--- src/rtl/key_entry_buffer_if.sv ---
// ---------------------------------------------------------------------------
// key_entry_buffer_if
// Purpose : valid/ready event stream carrying one 4-bit key code per beat.
// Signals : evt_code  [3:0] key code at the queue head (0 while empty)
//           evt_valid       queue holds at least one event
//           evt_ready       consumer accepts the head when valid && ready
// Modports: master = event producer (key_entry_buffer)
//           slave  = downstream controller
// ---------------------------------------------------------------------------
interface key_entry_buffer_if;
    logic [3:0] evt_code;
    logic       evt_valid;
    logic       evt_ready;

    modport master (output evt_code, output evt_valid, input evt_ready);
    modport slave  (input evt_code, input evt_valid, output evt_ready);
endinterface

--- src/rtl/key_entry_buffer.sv ---
// ---------------------------------------------------------------------------
// key_entry_buffer
// Purpose : turns clean presses on a debounced 16-key one-hot vector into
//           4-bit key events, maintains a 4-digit entry register for the
//           display driver and queues every event in a small FIFO.
// Ports   : i_clk        system clock, rising edge
//           i_rst        synchronous active-high reset
//           i_key_deb    [15:0] debounced key levels (bit i = key i held)
//           o_disp_data  [15:0] entry register, [3:0] is the newest digit
//           o_digit_cnt  [2:0]  number of valid digits (0..4)
//           o_ovf        one-cycle pulse on a digit entered with 4 digits held
//           o_evt_drop   sticky, an event was lost to a full FIFO
//           evt          key_entry_buffer_if.master event stream
// Config  : KEY_REPEAT_EN (macro) enables auto-repeat every REPEAT_DLY cycles
//           while a single key stays held.
// ---------------------------------------------------------------------------
module key_entry_buffer #(
    parameter int unsigned FIFO_DEPTH = 4,
    parameter int unsigned REPEAT_DLY = 25_000_000
) (
    input  logic                       i_clk,
    input  logic                       i_rst,
    input  logic [15:0]                i_key_deb,
    output logic [15:0]                o_disp_data,
    output logic [2:0]                 o_digit_cnt,
    output logic                       o_ovf,
    output logic                       o_evt_drop,
    key_entry_buffer_if.master         evt
);

    if (FIFO_DEPTH < 2 || FIFO_DEPTH > 16 || (FIFO_DEPTH & (FIFO_DEPTH - 1)) != 0
        || REPEAT_DLY < 2) begin : g_bad_cfg
        $error("key_entry_buffer: illegal FIFO_DEPTH or REPEAT_DLY");
    end

    localparam int unsigned AW = $clog2(FIFO_DEPTH);

    typedef enum logic [1:0] {ST_IDLE, ST_HELD, ST_LOCK} state_t;

    state_t        r_state;
    logic [15:0]   r_key_q;
    logic [3:0]    r_code;
    logic [15:0]   r_disp;
    logic [2:0]    r_cnt;
    logic          r_ovf;
    logic          r_drop;

    logic [3:0]    r_mem [FIFO_DEPTH];
    logic [AW-1:0] r_wr;
    logic [AW-1:0] r_rd;
    logic [AW:0]   r_count;

    logic          w_onehot;
    logic [3:0]    w_idx;
    logic          w_held_match;
    logic          w_press;
    logic          w_evt;
    logic [3:0]    w_evt_code;
    logic          w_valid;
    logic          w_full;
    logic          w_pop;
    logic          w_push;

    always_comb begin
        w_idx = '0;
        for (int unsigned i = 0; i < 16; i++) begin
            if (r_key_q[i]) w_idx = 4'(i);
        end
    end

    assign w_onehot     = (r_key_q != '0) && ((r_key_q & (r_key_q - 16'd1)) == '0);
    assign w_held_match = (r_key_q == (16'd1 << r_code));
    assign w_press      = (r_state == ST_IDLE) && w_onehot;

`ifdef KEY_REPEAT_EN
    localparam int unsigned CW = $clog2(REPEAT_DLY);
    localparam logic [CW-1:0] RPT_LAST = CW'(REPEAT_DLY - 1);

    logic [CW-1:0] r_rpt_cnt;
    logic          w_repeat;

    // Counter runs only while the latched key stays the sole key held; the
    // REPEAT_DLY-th such cycle fires a repeat and restarts the count.
    assign w_repeat   = (r_state == ST_HELD) && w_held_match && (r_rpt_cnt == RPT_LAST);
    assign w_evt      = w_press || w_repeat;
    assign w_evt_code = w_press ? w_idx : r_code;
`else
    assign w_evt      = w_press;
    assign w_evt_code = w_idx;
`endif

    // Key capture and press-tracking state machine
    always_ff @(posedge i_clk) begin
        if (i_rst) begin
            r_key_q   <= '0;
            r_state   <= ST_LOCK;   // a key held across reset must be released first
            r_code    <= '0;
`ifdef KEY_REPEAT_EN
            r_rpt_cnt <= '0;
`endif
        end else begin
            r_key_q <= i_key_deb;
            case (r_state)
                ST_IDLE: begin
                    if (w_onehot) begin
                        r_state <= ST_HELD;
                        r_code  <= w_idx;
                    end else if (r_key_q != '0) begin
                        r_state <= ST_LOCK;
                    end
                end
                ST_HELD: begin
                    if (r_key_q == '0)      r_state <= ST_IDLE;
                    else if (!w_held_match) r_state <= ST_LOCK;
                end
                default: begin
                    if (r_key_q == '0) r_state <= ST_IDLE;
                end
            endcase
`ifdef KEY_REPEAT_EN
            if (r_state == ST_HELD && w_held_match)
                r_rpt_cnt <= (r_rpt_cnt == RPT_LAST) ? '0 : r_rpt_cnt + CW'(1);
            else
                r_rpt_cnt <= '0;
`endif
        end
    end

    // Entry register
    always_ff @(posedge i_clk) begin
        if (i_rst) begin
            r_disp <= '0;
            r_cnt  <= '0;
            r_ovf  <= 1'b0;
        end else begin
            r_ovf <= 1'b0;
            if (w_evt) begin
                if (w_evt_code == 4'hF) begin
                    r_disp <= '0;
                    r_cnt  <= '0;
                end else if (w_evt_code == 4'hE) begin
                    r_disp <= {4'h0, r_disp[15:4]};
                    if (r_cnt != 3'd0) r_cnt <= r_cnt - 3'd1;
                end else begin
                    r_disp <= {r_disp[11:0], w_evt_code};
                    if (r_cnt != 3'd4) r_cnt <= r_cnt + 3'd1;
                    else               r_ovf <= 1'b1;
                end
            end
        end
    end

    // Event FIFO: a pop on the same edge frees the slot a full-queue push needs
    assign w_valid = (r_count != '0);
    assign w_full  = (r_count == (AW+1)'(FIFO_DEPTH));
    assign w_pop   = w_valid && evt.evt_ready;
    assign w_push  = w_evt && (!w_full || w_pop);

    always_ff @(posedge i_clk) begin
        if (w_push) r_mem[r_wr] <= w_evt_code;
    end

    always_ff @(posedge i_clk) begin
        if (i_rst) begin
            r_wr    <= '0;
            r_rd    <= '0;
            r_count <= '0;
            r_drop  <= 1'b0;
        end else begin
            if (w_push) r_wr <= r_wr + AW'(1);
            if (w_pop)  r_rd <= r_rd + AW'(1);
            case ({w_push, w_pop})
                2'b10:   r_count <= r_count + (AW+1)'(1);
                2'b01:   r_count <= r_count - (AW+1)'(1);
                default: r_count <= r_count;
            endcase
            if (w_evt && !w_push) r_drop <= 1'b1;
        end
    end

    assign evt.evt_valid = w_valid;
    assign evt.evt_code  = w_valid ? r_mem[r_rd] : 4'h0;
    assign o_disp_data   = r_disp;
    assign o_digit_cnt   = r_cnt;
    assign o_ovf         = r_ovf;
    assign o_evt_drop    = r_drop;

endmodule
--- src/flat_wrapper.sv ---
// flat-port wrapper written by rule: the top's interface ports become plain ports
module key_entry_buffer_flat 
#(
    parameter int unsigned FIFO_DEPTH = 4,
    parameter int unsigned REPEAT_DLY = 25_000_000
)
  (i_clk, i_rst, i_key_deb, o_disp_data, o_digit_cnt, o_ovf, o_evt_drop, evt_evt_code, evt_evt_valid, evt_evt_ready);
  key_entry_buffer_if evt_i ();
  input  logic i_clk;
  input  logic i_rst;
  input  logic [15:0] i_key_deb;
  output logic [15:0] o_disp_data;
  output logic [2:0] o_digit_cnt;
  output logic o_ovf;
  output logic o_evt_drop;
  output wire logic [$bits(evt_i.evt_code)-1:0] evt_evt_code;
  output wire logic [$bits(evt_i.evt_valid)-1:0] evt_evt_valid;
  input wire logic [$bits(evt_i.evt_ready)-1:0] evt_evt_ready;
  assign evt_evt_code = evt_i.evt_code;
  assign evt_evt_valid = evt_i.evt_valid;
  assign evt_i.evt_ready = evt_evt_ready;
  key_entry_buffer #(.FIFO_DEPTH(FIFO_DEPTH), .REPEAT_DLY(REPEAT_DLY)) u_core (.i_clk(i_clk), .i_rst(i_rst), .i_key_deb(i_key_deb), .o_disp_data(o_disp_data), .o_digit_cnt(o_digit_cnt), .o_ovf(o_ovf), .o_evt_drop(o_evt_drop), .evt(evt_i));
endmodule
--- config.mk ---
export PLATFORM = sky130hd
export DESIGN_NAME = key_entry_buffer_flat
export DESIGN_NICKNAME = d
export VERILOG_FILES = /design/src/rtl/key_entry_buffer_if.sv /design/src/rtl/key_entry_buffer.sv /design/src/flat_wrapper.sv
export SDC_FILE = /design/constraint.sdc
export NUM_CORES = 1
export LEC_CHECK = 0
export ABC_AREA = 1
export BUFFER_PORTS_ARGS = -buffer_cell sky130_fd_sc_hd__buf_2
export CORE_UTILIZATION = 55
export CTS_CLUSTER_SIZE = 12
export DETAILED_ROUTE_END_ITERATION = 10
export PLACE_DENSITY_LB_ADDON = 0.08
export SETUP_SLACK_MARGIN = 0.05
export SLEW_MARGIN = 20
export SYNTH_ARGS = -nofsm -noshare
export SYNTH_HDL_FRONTEND = slang
export SYNTH_SLANG_ARGS = --single-unit
--- constraint.sdc ---
create_clock -name i_clk -period 4.7 [get_ports i_clk]
set_input_delay 0.47 -clock i_clk [delete_from_list [all_inputs] [get_ports i_clk]]
set_output_delay 0.47 -clock i_clk [all_outputs]
set_load 0.01 [all_outputs]
==> impl_metrics.ini, run 1 <==
[run_status]
status = finished, final reports clean

[min_path]
hp-class = in -> reg

[grt]
grt.overflow.total = 0
grt_pass1_wl_um = 14300
grt_pass1_vias = 3079
grt_use_total_pct = 26.0
antenna_found_initial = 0
grt_max_degree = 36

[die]
io_pins = 45
die_width_um = 83.2
die_h_um = 83.2
rows = 29
die-area_um2 = 6920
coreArea_um2 = 6350
initial_utilization_pct = 57.1

[timing]
fmax_mhz = 382
slew_headroom_pct = 53.8
worst_slew_pin_slew_ns = 0.691
setup_tns_ns = 0
fin_crit_ns = 2.61
setup_viol = 0
hold_viol = 0
slew_viol_final = 0
period_share_pct = 55.6
rsz0062_at_grt = false
finClkSkew_ns = 0.0103

[final_layout]
ff_latch_area_um2 = 1520
nFillCells = 602
insertedDiodeCount = 0
multiInputGateArea_um2 = 1740
finalNetCount = 570
synthToLayoutAreaGrowth_pct = 13.8
layout-drive-gt1-share_pct = 14.9
post-route-cell-area_um2 = 4130

[route]
wl_um = 8220
drc_errors = 0
wire_per_inst_um = 13.1
vias = 3268
dr.pass1.iters = 5
via_per_inst = 5.21
antenna_left = 0
drtIter0Drc = 131

[yosys]
ys_warn_count = 0
synth_fa_ha_area_share_pct = 2.49
avgSynthCellArea_um2 = 7.18
synth_xor_xnor_area_share_pct = 3.14
synth_ff_type = dfxtp_1
ys_ff_latch = 68
synth_common_cells = 98 x nand2_1, 80 x nor2_1, 76 x inv_1
synthSimpleGateAreaFrac_pct = 28.2
synth_fp_nets = 530
syn_inst = 505
synth_compound_area_share_pct = 14.1
synth.cell_area_um2 = 3620
seq_area_frac_synth_pct = 42.0
synth_top_area_cell = dfxtp_1
synthMuxAreaShare_pct = 0
synth.distinct_cells = 32
synthArstFlopShare_pct = 0
synth_top_family_by_area = simple AND/OR/NAND/NOR gates
netlist.area_leader.share_pct = 28.7
synth_area_leaders = dfxtp_1 29%, edfxtp_1 13%, nand2_1 10%
synth-edff-count = 16
yosysMostFrequentCell = nand2_1

[cts]
cts_hold_buf = 0
clk_latency_ns = 0.35
cts_tree = built
post_cts_buffers = 0
cts_sinks = 68
clockBufferDepth = 2
clockRootBuffer = clkbuf_8
htree_levels = 3
numCtsBuffers = 9
ctsResizeCount = 0
clk_pin_slew_ns = 0.07

[critical_path]
ff2ff_setup_slack_ns = 2.09
required_ns = 4.70
crit_type = reg -> reg
cp-start-kind = flop
crit_fanout = 10
end_kind = flop
cp.arrival_ns = 2.62

[pwr]
p_leak_nw = 1.85
vdd_drop_max_v = 0.000247
power_frac_seq_pct = 43.1
switching_share_pct = 28.0
power.density_nw_per_um2 = 373
p_int_mw = 1.11
combPwrFrac_pct = 17.1
switching_power_mw = 0.432
clockPowerShare_pct = 39.8

[placed_design]
dpl.hpwl_um = 6080
gp_congestion = 0.970
io_buffers = 44
placed_area_um2 = 3860

[job]
cap_violations = 0
==> routing by layer <==
| metal | share of wire (%) | GRT usage [%] |
|---|---|---|
| met1 | 47 | 34.7 |
| met3 | 4.9 | 4.37 |
| met4 | 1.5 | 9.87 |
| met2 | 46 | 42.3 |
| met5 | 0 | 0 |
==> logic make-up after synthesis <==
logic type      Yosys count
xor+xnor                 13
fa+ha+maj                 6
compound gates           93
buf+inv                  92
simple gates            233
flops                    68
==> area by class of cell <==
cell class / count / area share, %
sequential: 68 / 36.9
timing repair buffer: 44 / 5.34
inverter: 77 / 7.01
clock inverter: 5 / 2.61
multi-input combinational: 345 / 42.1
clock buffer: 11 / 3.70
tap: 77 / 2.34
==> state kept, by name (all words and copies together) (netlist names), named ones only <==
| signal | flops |
|---|---|
| u_core.r_rd | 2 |
| u_core.r_state | 2 |
| u_core.o_disp_data | 16 |
| u_core.r_key_q | 16 |
| u_core.o_evt_drop | 1 |
| u_core.r_mem | 16 |
| u_core.o_ovf | 1 |
| u_core.o_digit_cnt | 3 |
| u_core.r_wr | 2 |
| u_core.r_code | 4 |
| u_core.r_count | 3 |
==> power by group through the flow <==
stage | Sequential (mW) | Combinational [mW] | Clock [mW]
final | 0.663 | 0.264 | 0.613
after global placement | 0.675 | 0.255 | 0
after global routing | 0.668 | 0.307 | 0.647
after detailed placement | 0.676 | 0.261 | 0
after CTS | 0.662 | 0.262 | 0.622
after floorplan | 0.658 | 0.203 | 0
==> layout by cell type, fill, tap and decap left out, types with 2 or more instances in the layout <==
master	Yosys	layout
nor2_4	4	4
dfxtp_1	52	52
buf_2	1	44
ha_1	4	4
inv_1	76	76
a21oi_2	4	4
o21ai_1	3	3
nor3_1	4	4
nand4_1	14	14
xnor2_1	2	2
o21ai_0	34	34
xor2_1	11	11
bufinv_16	0	3
nand2_1	98	98
clkinv_4	0	2
o211ai_1	9	9
nand3_1	19	19
nand2_2	5	5
a21oi_1	39	39
nor2_2	6	6
edfxtp_1	16	16
nor2_1	80	80
clkbuf_8	0	9
fa_1	2	2
==> final timing paths <==
kind                                          from                 end  cells past startpoint
worst max-delay path            u_core.r_key_q[15]  u_core.r_mem[0][1]                     10
worst min-delay path                  i_key_deb[9]   u_core.r_key_q[9]                      3
worst max register to register  u_core.r_key_q[15]  u_core.r_mem[0][1]                     10
worst min register to register      u_core.r_rd[1]                flop                      2
==> through the flow <==
stage / power, mW / hold slack (ns) / setup slack [ns] / std cells / utilization (%)
2_1_floorplan: 0.860 / 0.436 / 2.61 / 505 / -
3_3_place_gp: 0.930 / 0.455 / 2.20 / 611 / 60.9
3_5_place_dp: 0.937 / 0.468 / 2.10 / 611 / 60.9
4_1_cts: 1.55 / 0.318 / 2.10 / 627 / 65.0
5_1_grt: 1.62 / 0.322 / 1.80 / 627 / 65.0
6_report: 1.54 / 0.327 / 2.09 / 627 / 65.0
==> worst max-delay path: stages, from the launching register on <==
cell	delay, ns
dfxtp_1	0.65
nor2_4	0.13
nand2_1	0.11
nor2_1	0.07
nand2_1	0.16
nand2_1	0.07
inv_1	0.05
nand4_1	0.16
nor2_2	0.33
nand2_2	0.18
nor2_1	0.35
Note: power is estimated with default switching activity, not from simulation.
==> inputs of run 2 (changes only) <==
--- a/config.mk
+++ b/config.mk
@@ -5,7 +5,7 @@
 export SDC_FILE = /design/constraint.sdc
 export NUM_CORES = 1
 export LEC_CHECK = 0
-export ABC_AREA = 1
+export ABC_AREA = 0
 export BUFFER_PORTS_ARGS = -buffer_cell sky130_fd_sc_hd__buf_2
 export CORE_UTILIZATION = 55
 export CTS_CLUSTER_SIZE = 12
==> constraint.sdc (replaced) <==
create_clock -name i_clk -period 2.65 [get_ports i_clk]
set_input_delay 0.265 -clock i_clk [delete_from_list [all_inputs] [get_ports i_clk]]
set_output_delay 0.265 -clock i_clk [all_outputs]
set_load 0.01 [all_outputs]
==> impl_metrics.ini, run 2 <==
[yosys]
synth.distinct_cells = 65
synth-edff-count = 16
yosysMostFrequentCell = dfxtp_1
synth_top_family_by_area = simple AND/OR/NAND/NOR gates
synthSimpleGateAreaFrac_pct = 26.6
seq_area_frac_synth_pct = 43.6
synthArstFlopShare_pct = 0
synthMuxAreaShare_pct = 6.68
synth_compound_area_share_pct = 14.2
synth.cell_area_um2 = 3490
synth_common_cells = 52 x dfxtp_1, 39 x nand2_1, 26 x a21oi_1, 26 x nor2_1, 19 x nor2b_1
synth_top_area_cell = dfxtp_1
netlist.area_leader.share_pct = 29.9
synth_ff_type = dfxtp_1
synth_area_leaders = dfxtp_1 30%, edfxtp_1 14%, nand2_1 4.2%
synth_fp_nets = 405
synth_fa_ha_area_share_pct = 2.58
ys_warn_count = 0
syn_inst = 380
avgSynthCellArea_um2 = 9.17
ys_ff_latch = 68
synth_xor_xnor_area_share_pct = 1.01

[final_layout]
nFillCells = 503
layout-drive-gt1-share_pct = 25.5
final_cell_mix = 51 x dfxtp_1, 44 x buf_2, 39 x nand2_1
final_common_cell = dfxtp_1
insertedDiodeCount = 0
final_core_util_pct = 68.3
synthToLayoutAreaGrowth_pct = 18.1
finalNetCount = 463
layoutNonFillerInstCount = 518

[route]
antenna_left = 0
wire_per_inst_um = 15.8
via_per_inst = 5.92
drtIter0Drc = 274
drc_errors = 0
dr.pass1.iters = 5
wl_um = 8170
vias = 3065

[critical_path]
end_kind = flop
r2r-start = u_core.r_key_q[11]
worst-r2r-cell-count = 9
cp-start-kind = flop
cp.arrival_ns = 2.79
required_ns = 2.89
crit_fanout = 9
crit_path_start = u_core.r_key_q[11]
crit_type = reg -> reg

[die]
io_pins = 45
rows = 28
die_width_um = 81.6
die_h_um = 81.6
die-area_um2 = 6660
coreArea_um2 = 6030
initial_utilization_pct = 57.8

[timing]
setup_viol = 0
hold_ws_ns = 0.123
hold_viol = 0
fin_crit_ns = 2.55
slew_headroom_pct = 52.6
finClkSkew_ns = 0.0109
rsz0062_at_grt = true
fmax_mhz = 391
slew_viol_final = 0
period_share_pct = 96.4
setup_tns_ns = 0
worst_slew_pin_slew_ns = 0.706

[grt]
grt_pass1_vias = 2791
grt.overflow.total = 0
grt_util_met2_pct = 42.1
grt_use_total_pct = 26.7
grt_busiest_layer = met2
antenna_found_initial = 0
grt_pass1_wl_um = 13400
grt_util_met1_pct = 35.2
grt_max_degree = 22
use_met3_pct = 6.67

[cts]
clk_latency_ns = 0.35
numCtsBuffers = 9
cts_sinks = 68
htree_levels = 3
cts_hold_buf = 0
clk_pin_slew_ns = 0.08
clockBufferDepth = 2
cts_tree = built
clockRootBuffer = clkbuf_8

[min_path]
hp-class = in -> reg
worstHoldPathCells = 2
min_from = i_key_deb[6]

[placed_design]
dpl.hpwl_um = 5790
gp_congestion = 0.955
dp_cells = 501
io_buffers = 44

[run_status]
status = finished, final reports clean

[pwr]
p_leak_nw = 1.57
power.density_nw_per_um2 = 575
vdd_drop_max_v = 0.000414

[job]
cap_violations = 0
-- run 2: cell count changes after synthesis, sizes merged, moves of 9 or more --
cell and delta:
nand2 -64, nor2 -64, inv -61, o21ai -27, nor2b +19, a21oi -16, mux2i +12, nand4 -12
nor3 +11, or3 +11, and2 +10, xor2 -9
-- run 2: cell type report --
type,count,area [um2],area share [%]
well taps,75,93.8,2.28
multi-input cells,269,1790,43.6
repair buffers,74,445,10.8
flip-flops and latches,68,1520,37.0
clock inverters,7,75.1,1.82
clock buffers,9,124,3.01
inverters,16,60.1,1.46
-- run 2: critical path, cell delays in order, from the launching register on --
cell,delay (ns)
dfxtp_1,0.54
nor4_4,0.08
nand3_1,0.12
nor3_1,0.08
or3_2,0.53
a21oi_2,0.16
inv_1,0.08
fa_1,0.37
mux2i_1,0.17
mux2_1,0.32
-- run 2: path summary, 6_finish.rpt --
check                                         endpoint  slack (ns)
worst max-delay path                 u_core.r_count[2]         0.1
worst min-delay path                 u_core.r_key_q[6]        0.12
worst min register to register  u_core.o_disp_data[12]        0.47
worst max register to register       u_core.r_count[2]         0.1
-- run 2: cell families after synthesis --
kind of cell	Yosys count
AOI/OAI and AO/OA	75
xor gates and xnor gates	4
muxes	18
buffers and inverters	43
adders and majority gates	6
DFF	68
and+or+nand+nor	166
-- run 2: metrics by stage --
step / total power, mW / setup WS [ns] / area (um2)
after floorplan: 1.40 / 0.0565 / 3490
after detailed placement: 1.52 / 0.0855 / 3900
final: 2.36 / 0.0957 / 4120
after global routing: 2.48 / -0.0740 / 4120
after global placement: 1.51 / 0.124 / 3900
after CTS: 2.38 / 0.0803 / 4100
-- run 2: metal layers --
metal | vias up | share of wire, %
met5 | - | 0
met4 | 0 | 1.8
met2 | 129 | 47
li1 | 1476 | -
met1 | 1444 | 45
met3 | 16 | 6.6
-- run 2: timing repair --
action / 4_1_cts / 5_1_grt
endpoints found under the hold margin: 0 / 0
gates resized for setup: 0 / 3
endpoints found under the setup margin: 0 / 16
setup buffers: 0 / 1
-- run 2: report_power, final --
group / total [mW] / switching, mW / internal, mW
combinational: 0.359 / 0.191 / 0.167
clock: 0.870 / 0.431 / 0.439
sequential: 1.14 / 0.0398 / 1.10
total: 2.36 / 0.662 / 1.70
==> inputs of run 3 (changes only) <==
--- a/config.mk
+++ b/config.mk
@@ -10,6 +10,7 @@
 export CORE_UTILIZATION = 55
 export CTS_CLUSTER_SIZE = 12
 export DETAILED_ROUTE_END_ITERATION = 10
+export MAX_ROUTING_LAYER = met4
 export PLACE_DENSITY_LB_ADDON = 0.08
 export SETUP_SLACK_MARGIN = 0.05
 export SLEW_MARGIN = 20
==> constraint.sdc (replaced) <==
create_clock -name i_clk -period 2.65 [get_ports i_clk]
set_input_delay 0.1325 -clock i_clk [delete_from_list [all_inputs] [get_ports i_clk]]
set_output_delay 0.1325 -clock i_clk [all_outputs]
set_load 0.01 [all_outputs]
==> impl_metrics.ini, run 3 (synthesis results as in run 2) <==
[route]
dr.pass1.iters = 5
wire_per_inst_um = 15.6
dr_wl_met2_um = 3860
drc_errors = 0
wl_met3_um = 485
wl_met1_um = 3690
wl_um = 8160
drtIter0Drc = 210
antenna_left = 0
vias = 2992
via_per_inst = 5.73
dr.max_layer_used = met4

[cts]
clk_latency_ns = 0.33
clk_pin_slew_ns = 0.07
clockRootBuffer = clkbuf_8
cts_tree = built
numCtsBuffers = 9
clockBufferDepth = 2
cts_sinks = 68
htree_levels = 3

[critical_path]
critPathBufInv = 1
cp-start-kind = flop
crit_family = simple AND/OR/NAND/NOR gates
crit_fanout = 4
r2r-end = u_core.r_count[2]
worst-r2r-cell-count = 9
cp.arrival_ns = 2.75
cp_cell_sequence = nor4_4, nand2_1, or2_4, and4_4, a21oi_4, inv_1, fa_2, mux2i_1, mux2_1
required_ns = 2.87
ff2ff_setup_slack_ns = 0.12
slowest_delay_ns = 0.38
end_kind = flop
crit_type = reg -> reg
r2r-start = u_core.r_key_q[2]
cpMaxStageDelayCell = nor4_4

[final_layout]
nFillCells = 476
synthToLayoutAreaGrowth_pct = 19.3
final_cell_mix = 51 x dfxtp_1, 44 x buf_2, 39 x nand2_1
layoutNonFillerInstCount = 522
finalNetCount = 467
layout-drive-gt1-share_pct = 25.5
insertedDiodeCount = 0
final_core_util_pct = 69.0
final_common_cell = dfxtp_1

[job]
cap_violations = 0

[die]
die_width_um = 81.6
die_h_um = 81.6
coreArea_um2 = 6030
rows = 28
die-area_um2 = 6660
initial_utilization_pct = 57.8
io_pins = 45

[pwr]
p_int_mw = 1.70
vdd_drop_max_v = 0.000329
power_frac_seq_pct = 48.5
combPwrFrac_pct = 15.9
clockPowerShare_pct = 35.6
switching_share_pct = 27.0
switching_power_mw = 0.629
p_leak_nw = 1.59
finalPower_mw = 2.33
power.density_nw_per_um2 = 561

[min_path]
min_from = i_key_deb[11]
worstHoldPathCells = 2
holdPathEnd = u_core.r_key_q[11]
hp-class = in -> reg

[timing]
setup_tns_ns = 0
fin_crit_ns = 2.53
setup_viol = 0
slew_viol_final = 0
finClkSkew_ns = 0.00728
slew_headroom_pct = 49.8
worst_slew_pin_slew_ns = 0.747
hold_viol = 0
fmax_mhz = 396
period_share_pct = 95.3
rsz0062_at_grt = false
fin_ws_ns = 0.124

[grt]
grt_use_total_pct = 26.4
antenna_found_initial = 0
grt_max_degree = 38
grt_pass1_vias = 2691
grt.overflow.total = 0
grt_pass1_wl_um = 12900

[placed_design]
dp_cells = 501
gp_congestion = 0.995
place_ws_ns = 0.0493
io_buffers = 44
dpl.hpwl_um = 5880

[run_status]
status = finished, final reports clean
-- run 3: repair_timing --
| action | in CTS | in global routing |
|---|---|---|
| gates resized for setup | 0 | 4 |
| hold endpoints to repair | 1 | 0 |
| setup endpoints to repair | 1 | 1 |
| pin swaps | 1 | 5 |
| hold buffers | 1 | 0 |
| buffers inserted | 0 | 4 |
-- run 3: how the worst max path moves through the flow --
stage	cells after the start	startpoint	slack, ns	endpoint
after global placement	9	u_core.r_key_q[1]	0.10	u_core.r_count[2]
after global routing	9	u_core.r_key_q[2]	0.05	u_core.r_count[2]
after CTS	9	u_core.r_key_q[11]	0.06	u_core.r_count[2]
after floorplan	10	u_core.r_key_q[8]	0.06	u_core.r_count[2]
after detailed placement	9	u_core.r_key_q[1]	0.05	u_core.r_count[2]
final	9	u_core.r_key_q[2]	0.12	u_core.r_count[2]
-- run 3: area by class of cell --
class                      instances  area, um2  share of cell area (%)
multi-input combinational        269       1800                    43.2
sequential                        68       1530                    36.7
timing repair buffer              78        490                    11.8
clock buffer                      10        128                    3.07
tap                               75       93.8                    2.26
clock inverter                     6       65.1                    1.56
inverter                          16       60.1                    1.44
-- run 3: metrics by stage --
step	hold slack (ns)	area [um2]
finish	0.00855	4160
global route	0.000686	4160
CTS	0.000274	4120
detailed placement	0.346	3910
global placement	0.343	3910
floorplan	0.261	3490
-- run 3: power groups by stage --
stage / clock network, mW / registers, mW / logic [mW]
floorplan: 0 / 1.15 / 0.249
global placement: 0 / 1.16 / 0.356
detailed placement: 0 / 1.16 / 0.358
CTS: 0.838 / 1.14 / 0.361
global route: 0.894 / 1.14 / 0.416
finish: 0.830 / 1.13 / 0.372
-- run 3: routing by layer --
| metal | up-vias | GRT usage [%] |
|---|---|---|
| met4 | 0 | 7.02 |
| met2 | 118 | 42.3 |
| met1 | 1381 | 33.9 |
| met5 | - | - |
| li1 | 1478 | - |
| met3 | 15 | 5.67 |
